==> config.mk <==
export PLATFORM = sky130hd
export DESIGN_NAME = instr_encoder
export DESIGN_NICKNAME = d
export VERILOG_FILES = /design/src/rtl/instr_encoder.sv
export SDC_FILE = /design/constraint.sdc
export NUM_CORES = 1
export LEC_CHECK = 0
export CAP_MARGIN = 20
export CORE_MARGIN = 5
export CORE_UTILIZATION = 37
export CTS_CLUSTER_DIAMETER = 150
export CTS_CLUSTER_SIZE = 16
export DETAILED_ROUTE_END_ITERATION = 8
export PLACE_DENSITY_LB_ADDON = 0.05
export SLEW_MARGIN = 40
export SYNTH_ARGS = -nofsm -noshare
export SYNTH_HDL_FRONTEND = slang
export SYNTH_SLANG_ARGS = --single-unit
==> constraint.sdc <==
create_clock -name clk -period 1.5 [get_ports clk]
set_clock_uncertainty 0.15 [all_clocks]
set_input_delay 0.225 -clock clk [delete_from_list [all_inputs] [get_ports clk]]
set_output_delay 0.225 -clock clk [all_outputs]
set_load 0.01 [all_outputs]
==> src/rtl/instr_encoder.sv <==
// instr_encoder: packs field-level MIPS requests into 32-bit words and streams them into imem.
// Optional ENC_CHECK_EN rejects R-type with unsupported funct or rd=0, and lw/addi with rt=0.
module instr_encoder #(
    parameter int ADDR_W    = 6,
    parameter int BASE_ADDR = 0
) (
    input  logic              clk,
    input  logic              reset,
    input  logic              start,
    input  logic              in_valid,
    output logic              in_ready,
    input  logic [2:0]        in_kind,
    input  logic [4:0]        in_rs,
    input  logic [4:0]        in_rt,
    input  logic [4:0]        in_rd,
    input  logic [5:0]        in_funct,
    input  logic [15:0]       in_imm,
    input  logic [25:0]       in_target,
    input  logic              in_last,
    output logic              we,
    output logic [ADDR_W-1:0] wa,
    output logic [31:0]       wd,
    input  logic              imem_ready,
    output logic              done,
    output logic              err,
    output logic [ADDR_W:0]   count
);
    localparam int DEPTH = 1 << ADDR_W;
    localparam logic [ADDR_W:0]   FULL = (ADDR_W+1)'(DEPTH);
    localparam logic [ADDR_W-1:0] BASE = ADDR_W'(BASE_ADDR);

    typedef enum logic [1:0] {IDLE, WRITE, DONE} state_t;

    state_t            state_q;
    logic              we_q, done_q, err_q, last_q;
    logic [ADDR_W-1:0] wa_q;
    logic [31:0]       wd_q;
    logic [ADDR_W:0]   count_q, count_d;
    logic [5:0]        opcode;
    logic [31:0]       enc_wd;
    logic              enc_legal;

    always_comb begin
        opcode = in_kind == 3'd1 ? 6'h23 :
                 in_kind == 3'd2 ? 6'h2b :
                 in_kind == 3'd3 ? 6'h04 :
                 in_kind == 3'd4 ? 6'h08 :
                 in_kind == 3'd5 ? 6'h02 : 6'h00;
        enc_wd = in_kind == 3'd0 ? {6'h00, in_rs, in_rt, in_rd, 5'b0, in_funct} :
                 in_kind == 3'd5 ? {opcode, in_target} :
                                   {opcode, in_rs, in_rt, in_imm};
        enc_legal = in_kind < 3'd6;
`ifdef ENC_CHECK_EN
        if (in_kind == 3'd0 && (in_rd == 5'd0 ||
            !(in_funct inside {6'h20, 6'h22, 6'h24, 6'h25, 6'h2a})))
            enc_legal = 1'b0;
        if ((in_kind == 3'd1 || in_kind == 3'd4) && in_rt == 5'd0)
            enc_legal = 1'b0;
`endif
        count_d = count_q + 1'b1;
    end

    assign in_ready = (state_q == IDLE) & ~reset;
    assign we       = we_q;
    assign wa       = wa_q;
    assign wd       = wd_q;
    assign done     = done_q;
    assign err      = err_q;
    assign count    = count_q;

    always_ff @(posedge clk) begin
        if (reset) begin
            state_q <= IDLE;
            we_q    <= 1'b0;
            wa_q    <= BASE;
            wd_q    <= '0;
            done_q  <= 1'b0;
            err_q   <= 1'b0;
            last_q  <= 1'b0;
            count_q <= '0;
        end else begin
            case (state_q)
                IDLE: if (in_valid) begin
                    if (enc_legal) begin
                        wd_q    <= enc_wd;
                        wa_q    <= BASE + count_q[ADDR_W-1:0];
                        we_q    <= 1'b1;
                        last_q  <= in_last;
                        state_q <= WRITE;
                    end else begin
                        err_q <= 1'b1;
                        if (in_last) begin
                            state_q <= DONE;
                            done_q  <= 1'b1;
                        end
                    end
                end
                WRITE: if (imem_ready) begin
                    we_q    <= 1'b0;
                    count_q <= count_d;
                    if (last_q || count_d == FULL) begin
                        state_q <= DONE;
                        done_q  <= 1'b1;
                        // memory filled before the program said it was finished
                        if (!last_q) err_q <= 1'b1;
                    end else begin
                        state_q <= IDLE;
                    end
                end
                DONE: if (start) begin
                    state_q <= IDLE;
                    count_q <= '0;
                    err_q   <= 1'b0;
                    done_q  <= 1'b0;
                    wa_q    <= BASE;
                end
                default: state_q <= IDLE;
            endcase
        end
    end
endmodule

==> flow_summary_export.csv, run 1 <==
group,metric,value,unit
timing,rsz0062_at_grt,"yes",
logic_synthesis,synthCells,299,
timing,final.min_clock_period,1.50,ns
final_layout,antenna_cells,0,
logic_synthesis,synth_cell_type_count,41,
route,routed-via-count,2758,
clock_network,cts_buffers,5,
setup_path,critPathLaunchType,"register",
final_layout,drive_above_1_share,25.5,%
final_layout,multi_input_area,0.00152,mm2
final_layout,fillers,624,
final_layout,final_nets,527,
pwr,switchingPower,0.832,mW
timing,fin_crit_sh,99.8,%
timing,report.final.setup_viol,0,
pwr,power_frac_clock,30.7,%
route,wl_per_cell,14.3,um
clock_network,clk_latency,0.30,ns
logic_synthesis,yosysSeqAreaShare,38.5,%
pwr,p_int,2.39,mW
global_routing,antenna_found_initial,0,
pwr,p_leak,2.01,nW
place,portBuffers,119,
die,coreArea,0.00676,mm2
die,die_w,92.9,um
logic_synthesis,avgSynthCellArea,8.51,um2
pwr,seq_power_share,43.7,%
timing,drv_slew,0,
pwr,swShare,25.8,%
route,wirelength,7630,um
clock_network,root_buffer,"clkbuf_8",
pwr,peakVddDrop,0.357,mV
final_layout,layout_commonest_cell,"clkdlybuf4s50_1",
run,maxCapViolations,0,
setup_path,reg2reg_depth,5,
global_routing,track_usage,17.1,%
global_routing,grt_pass1_vias,2627,
setup_path,critPathMaxFanout,6,
die,rows,30,
timing,clock.fmax,0.668,GHz
setup_path,arrival,1.56,ns
clock_network,cts_sinks,49,
clock_network,ctsHoldBuffers,0,
final_layout,stdcell_count,535,
logic_synthesis,syn_nets,372,
place,place_ws,-0.560,ns
pwr,p_per_area,730,mW/mm2
timing,finalSetupTns,0,ns
die,pin_count,121,
route,drt_iter0_drc,54,
timing,fin_ws,0.00343,ns
die,initial_utilization,37.7,%
logic_synthesis,netlist_area,0.00254,mm2
timing,whs,0.147,ns
run_status,status,"finished clean",
clock_network,h-tree-depth,2,
final_layout,regArea,0.00100,mm2
hold_path,min_path_cells,3,
die,dieArea,0.00864,mm2
setup_path,required,1.56,ns
pwr,total_power,3.22,mW
place,routabilityCongestion,0.801,
die,die_h,92.9,um
final_layout,final_area,0.00441,mm2
pwr,power_frac_comb,25.6,%
route,via_per_inst,5.16,
setup_path,end_kind,"register",
global_routing,grt_pass1_wl,12100,um
final_layout,final_cell_mix,"66 x clkdlybuf4s50_1, 48 x dlygate4sd2_1, 44 x buf_4",
route,drc,0,
final_layout,area_growth,73.5,%
route,drtPass1Iterations,4,
global_routing,grt_overflow_total,0,
final_layout,finalCoreUtilization,65.3,%
place,dp.cells,517,
hold_path,hold_path_class,"input pin to register",
timing,finalHoldViolCount,0,
clock_network,clk_pin_slew,0.09,ns
logic_synthesis,synth_warnings,0,
route,ant_nets,0,
place,hpwl,5570,um
place,postPlaceCellArea,0.00406,mm2
clock_network,cts_tree,"yes",
global_routing,grt_start_max_net_pins,28,
clock_network,cts_buffer_depth,2,
logic_synthesis,synth_seq_cells,49,
setup_path,path_class,"register to register",
[worst paths after layout]
path | from | endpoint | slack (ns)
worst min-delay path | in_kind[1] | wd[28] | 0.15
worst max-delay path | state_q[1] | state_q[1] | 0.003
worst min register to register | wd[28] | wd[28] | 0.31
worst max register to register | state_q[1] | state_q[1] | 0.003
[sequential cells by signal, indices dropped and copies added (netlist names)]
name,count
err,1
wd,30
count,7
wa,6
last_q,1
state_q,2
done,1
we,1
[final cells by class]
cell class	count	area share, %
clock buffer	7	1.96
clock inverter	1	0.680
inverter	6	0.510
multi-input combinational	217	34.4
sequential	49	22.8
tap	80	2.27
timing repair buffer	175	37.4
[cell usage after synthesis, drive strengths merged]
cell / count / area (um2)
a211o: 11 / 96.3
a21oi: 37 / 226
a31oi: 2 / 12.5
mux2i: 26 / 260
nor4b: 1 / 8.76
a311oi: 2 / 17.5
and3b: 1 / 8.76
and2b: 1 / 8.76
or3b: 1 / 8.76
nand3: 3 / 15.0
xnor2: 2 / 17.5
ha: 1 / 12.5
conb: 1 / 3.75
and2: 2 / 12.5
o21bai: 1 / 7.51
a211oi: 13 / 97.6
a22oi: 3 / 22.5
inv: 6 / 22.5
or4: 1 / 7.51
o22ai: 1 / 6.26
nor3b: 1 / 7.51
nor2: 37 / 139
and3: 2 / 12.5
nor2b: 2 / 12.5
o21ai: 13 / 65.1
nor3: 7 / 35.0
nand2: 22 / 82.6
nand3b: 2 / 15.0
nand4b: 2 / 17.5
a2bb2oi: 6 / 52.6
nand4: 7 / 43.8
clkbuf: 14 / 52.6
o211ai: 1 / 7.51
dfxtp: 49 / 981
or3: 5 / 31.3
buf: 13 / 116
[timing repair]
item / 4_1_cts / 5_1_grt
cloned: 2 / 0
buffers inserted: 5 / 3
pin swaps: 10 / 13
setup endpoints to repair: 93 / 46
resized for setup: 80 / 37
[power by group through the flow]
stage	Sequential [mW]	Clock, mW	Combinational, mW
after floorplan	1.47	0	0.310
after global placement	1.45	0	0.777
after detailed placement	1.45	0	0.783
after CTS	1.41	1.03	0.794
after global routing	1.42	1.08	0.895
final	1.41	0.989	0.825
[critical path: stages (launching register included)]
cell	delay (ns)
dfxtp_4	0.38
buf_2	0.15
nand4b_1	0.20
o22ai_1	0.19
a21oi_1	0.09
a211oi_1	0.24
[cells by family after synthesis]
group,Yosys count,share of synthesized area (%)
flip-flops,49,38.5
other,1,0.147
multiplexers,26,10.2
adder cells (fa/ha/maj),1,0.492
AO/OA/AOI/OAI,90,24.0
buffers and inverters,33,7.52
XOR/XNOR,2,0.688
AND/OR/NAND/NOR,97,18.3
[metal layers]
layer  global-route usage (%)  up-vias  share of wire (%)
li1                         -     1388                  -
met1                     19.4     1287                 41
met2                     30.5       75                 50
met3                     5.61        8                7.9
met4                     4.88        0                1.3
met5                        0        -                  0
Power figures use the tool's default switching activity.
==> inputs of run 2 (changes only) <==
ABC_AREA = 1   (was not set)
==> run 2 against run 1 <==
Net effect: the flow now finishes with violations (setup timing); fmax decreased by 1.3%; wire length increased by 3.0%; worst setup slack got worse by 0.020 ns; sequential share of layout area increased by 1.2 points; synthesized cell count increased by 20%; worst hold slack improved by 0.0022 ns; clock power decreased by 7.0%; largest power group unchanged; final area decreased by 6.0%; global-route usage increased by 1.2 points; non-clock buffer count decreased by 15; flip-flop and latch count unchanged.
==> flow_summary_export.csv, run 2 <==
group,metric,value,unit
logic_synthesis,yosysSeqAreaShare,39.8,%
timing,whs,0.150,ns
logic_synthesis,synth_seq_cells,49,
global_routing,grt_start_max_net_pins,32,
logic_synthesis,yosysTopAreaCellShare,39.8,%
global_routing,grt_overflow_total,0,
logic_synthesis,syn_nets,431,
setup_path,critPathMaxFanout,4,
logic_synthesis,synthFlopType,"dfxtp_1",
pwr,power_frac_clock,27.1,%
clock_network,clk_latency,0.30,ns
timing,clock.fmax,0.660,GHz
clock_network,cts_buffers,5,
place,routabilityCongestion,0.837,
final_layout,largest_reg_flops,30,
setup_path,setup.worst_path.start,"state_q[0]",
route,drt_iter0_drc,52,
logic_synthesis,synth_area_leaders,"dfxtp_1 40%, nand2_1 18%, a21oi_1 7.9%, o21ai_0 7.1%, nand3_1 3.5%",
clock_network,cts_sinks,49,
global_routing,grt_pass1_wl,12700,um
logic_synthesis,async_flop_share,0,%
logic_synthesis,yosysTopAreaCell,"dfxtp_1",
logic_synthesis,synth_warnings,0,
logic_synthesis,synth_edf_count,0,
die,initial_utilization,38.3,%
final_layout,regArea,993,um2
route,wl_per_cell,13.5,um
pwr,p_per_area,819,mW/mm2
hold_path,worstHoldStart,"in_kind[0]",
clock_network,root_buffer,"clkbuf_8",
logic_synthesis,avgSynthCellArea,6.88,um2
final_layout,drive_above_1_share,20.3,%
global_routing,grt_busiest_layer,"met2",
final_layout,multi_input_area,0.00137,mm2
clock_network,clk_pin_slew,0.09,ns
setup_path,critPathLaunchType,"register",
die,coreArea,0.00642,mm2
die,pin_count,121,
pwr,seq_power_share,42.7,%
final_layout,layout_commonest_cell,"nand2_1",
clock_network,cts_tree,"yes",
logic_synthesis,synth_cell_type_count,33,
run_status,status,"finished with violations",
setup_path,path_class,"register to register",
clock_network,cts_buffer_depth,2,
timing,fin_ws,-0.0161,ns
route,via_per_inst,4.87,
route,drtPass1Iterations,4,
logic_synthesis,synthCells,358,
final_layout,area_growth,68.6,%
route,wirelength,7860,um
pwr,swShare,29.0,%
setup_path,r2r_slack,-0.02,ns
timing,rsz0062_at_grt,"yes",
run_status,violations,"setup timing",
logic_synthesis,synth_common_cells,"117 x nand2_1, 49 x dfxtp_1, 39 x a21oi_1",
die,die_w,91.6,um
setup_path,required,1.54,ns
place,hpwl,5850,um
final_layout,antenna_cells,0,
die,rows,29,
timing,final.min_clock_period,1.52,ns
die,die_h,91.6,um
timing,fin_crit_sh,101,%
timing,finalHoldViolCount,0,
pwr,p_int,2.42,mW
logic_synthesis,synth_most_common_cell,"nand2_1",
setup_path,slowest_delay,0.36,ns
global_routing,met1_usage,20.6,%
setup_path,critPathSlowestCell,"dfxtp_2",
global_routing,met2_usage,32.3,%
setup_path,arrival,1.56,ns
final_layout,final_nets,580,
setup_path,worstReg2RegStart,"state_q[0]",
route,drc,0,
pwr,p_leak,1.87,nW
pwr,switchingPower,0.986,mW
final_layout,final_cell_mix,"113 x nand2_1, 68 x clkdlybuf4s50_1, 49 x dlygate4sd2_1",
setup_path,critical_path.cell_chain,"buf_4 > inv_4 > nor2_4 > inv_2 > or2_4 > nand3_2 > a21oi_1 > o21ai_1 > a21oi_2",
logic_synthesis,netlist_area,0.00246,mm2
global_routing,antenna_found_initial,0,
pwr,peakVddDrop,0.469,mV
route,routed-via-count,2845,
timing,report.final.setup_viol,1,
setup_path,end_kind,"register",
place,place_ws,-0.475,ns
place,portBuffers,119,
pwr,power_frac_comb,30.2,%
hold_path,hold_path_class,"input pin to register",
run,maxCapViolations,0,
timing,finalSetupTns,-0.0161,ns
global_routing,track_usage,18.3,%
global_routing,grt_util_met3,5.62,%
route,ant_nets,0,
global_routing,grt_pass1_vias,2800,
die,dieArea,0.00839,mm2
clock_network,h-tree-depth,2,
timing,drv_slew,0,
final_layout,fillers,618,
run 2: cell types whose count changed in the layout (fill, tap and decap cells not counted), moves of 11 or more:
cell     previous run  this run
a211o_1            11         0
o21ai_0             8        27
nand2_1            21       113
a21oi_1            22        35
nor2_1             34         7
a21oi_2            15         4
mux2i_1            26         0
nand3_1             0        15
run 2: what timing repair did:
item,in CTS,in global routing
gates cloned,1,0
gates resized for setup,72,29
buffers inserted,3,0
hold buffers,0,0
pin swaps,1,8
setup endpoints to repair,88,23
run 2: path summary, 6_finish.rpt:
kind / to / depth (start not counted)
max: state_q[1] / 9
max reg2reg: state_q[1] / 9
min reg2reg: err / 2
min: wd[28] / 3
run 2: power groups by stage:
stage | Sequential [mW] | Combinational [mW] | Clock [mW]
after floorplan | 1.53 | 0.401 | 0
after global placement | 1.48 | 1.03 | 0
after detailed placement | 1.49 | 1.03 | 0
after CTS | 1.45 | 0.987 | 0.943
after global routing | 1.47 | 1.13 | 0.993
final | 1.45 | 1.03 | 0.920
run 2: cell families after synthesis:
group	share of synthesized area, %
and+or+nand+nor	30.4
AOI/OAI and AO/OA	20.3
DFF	39.8
buffers and inverters	8.48
xor gates and xnor gates	0.356
adders and majority gates	0.508
other	0.152
run 2: critical path, delay by kind of cell (launching register included):
kind | cells | cell delay [ns]
compound gates | 3 | 0.25
buf+inv | 3 | 0.23
flops | 1 | 0.36
simple gates | 3 | 0.43
run 2: cell type report:
class,instances,area share (%)
timing repair buffer,160,35.7
multi-input combinational,267,33.0
sequential,49,23.9
inverter,24,2.56
tap,77,2.32
clock buffer,5,1.66
clock inverter,2,0.844
run 2: stage by stage:
step	utilization (%)	instances	instance area (um2)	total power [mW]
floorplan	-	358	2460	1.93
global placement	61.6	573	3960	2.51
detailed placement	61.6	573	3960	2.52
CTS	63.6	584	4080	3.38
global route	64.6	584	4150	3.59
finish	64.6	584	4150	3.40
run 2: per-layer routing:
metal	vias to the layer above	routed length [um]
met3	16	547
met1	1264	3170
met4	0	226
li1	1472	-
met2	93	3910
met5	-	0
==> inputs of run 3 (changes only) <==
SLEW_MARGIN = 15   (was 40)
==> results of run 3 <==
No change in the layout: final DEF, timing and power equal those of run 2.
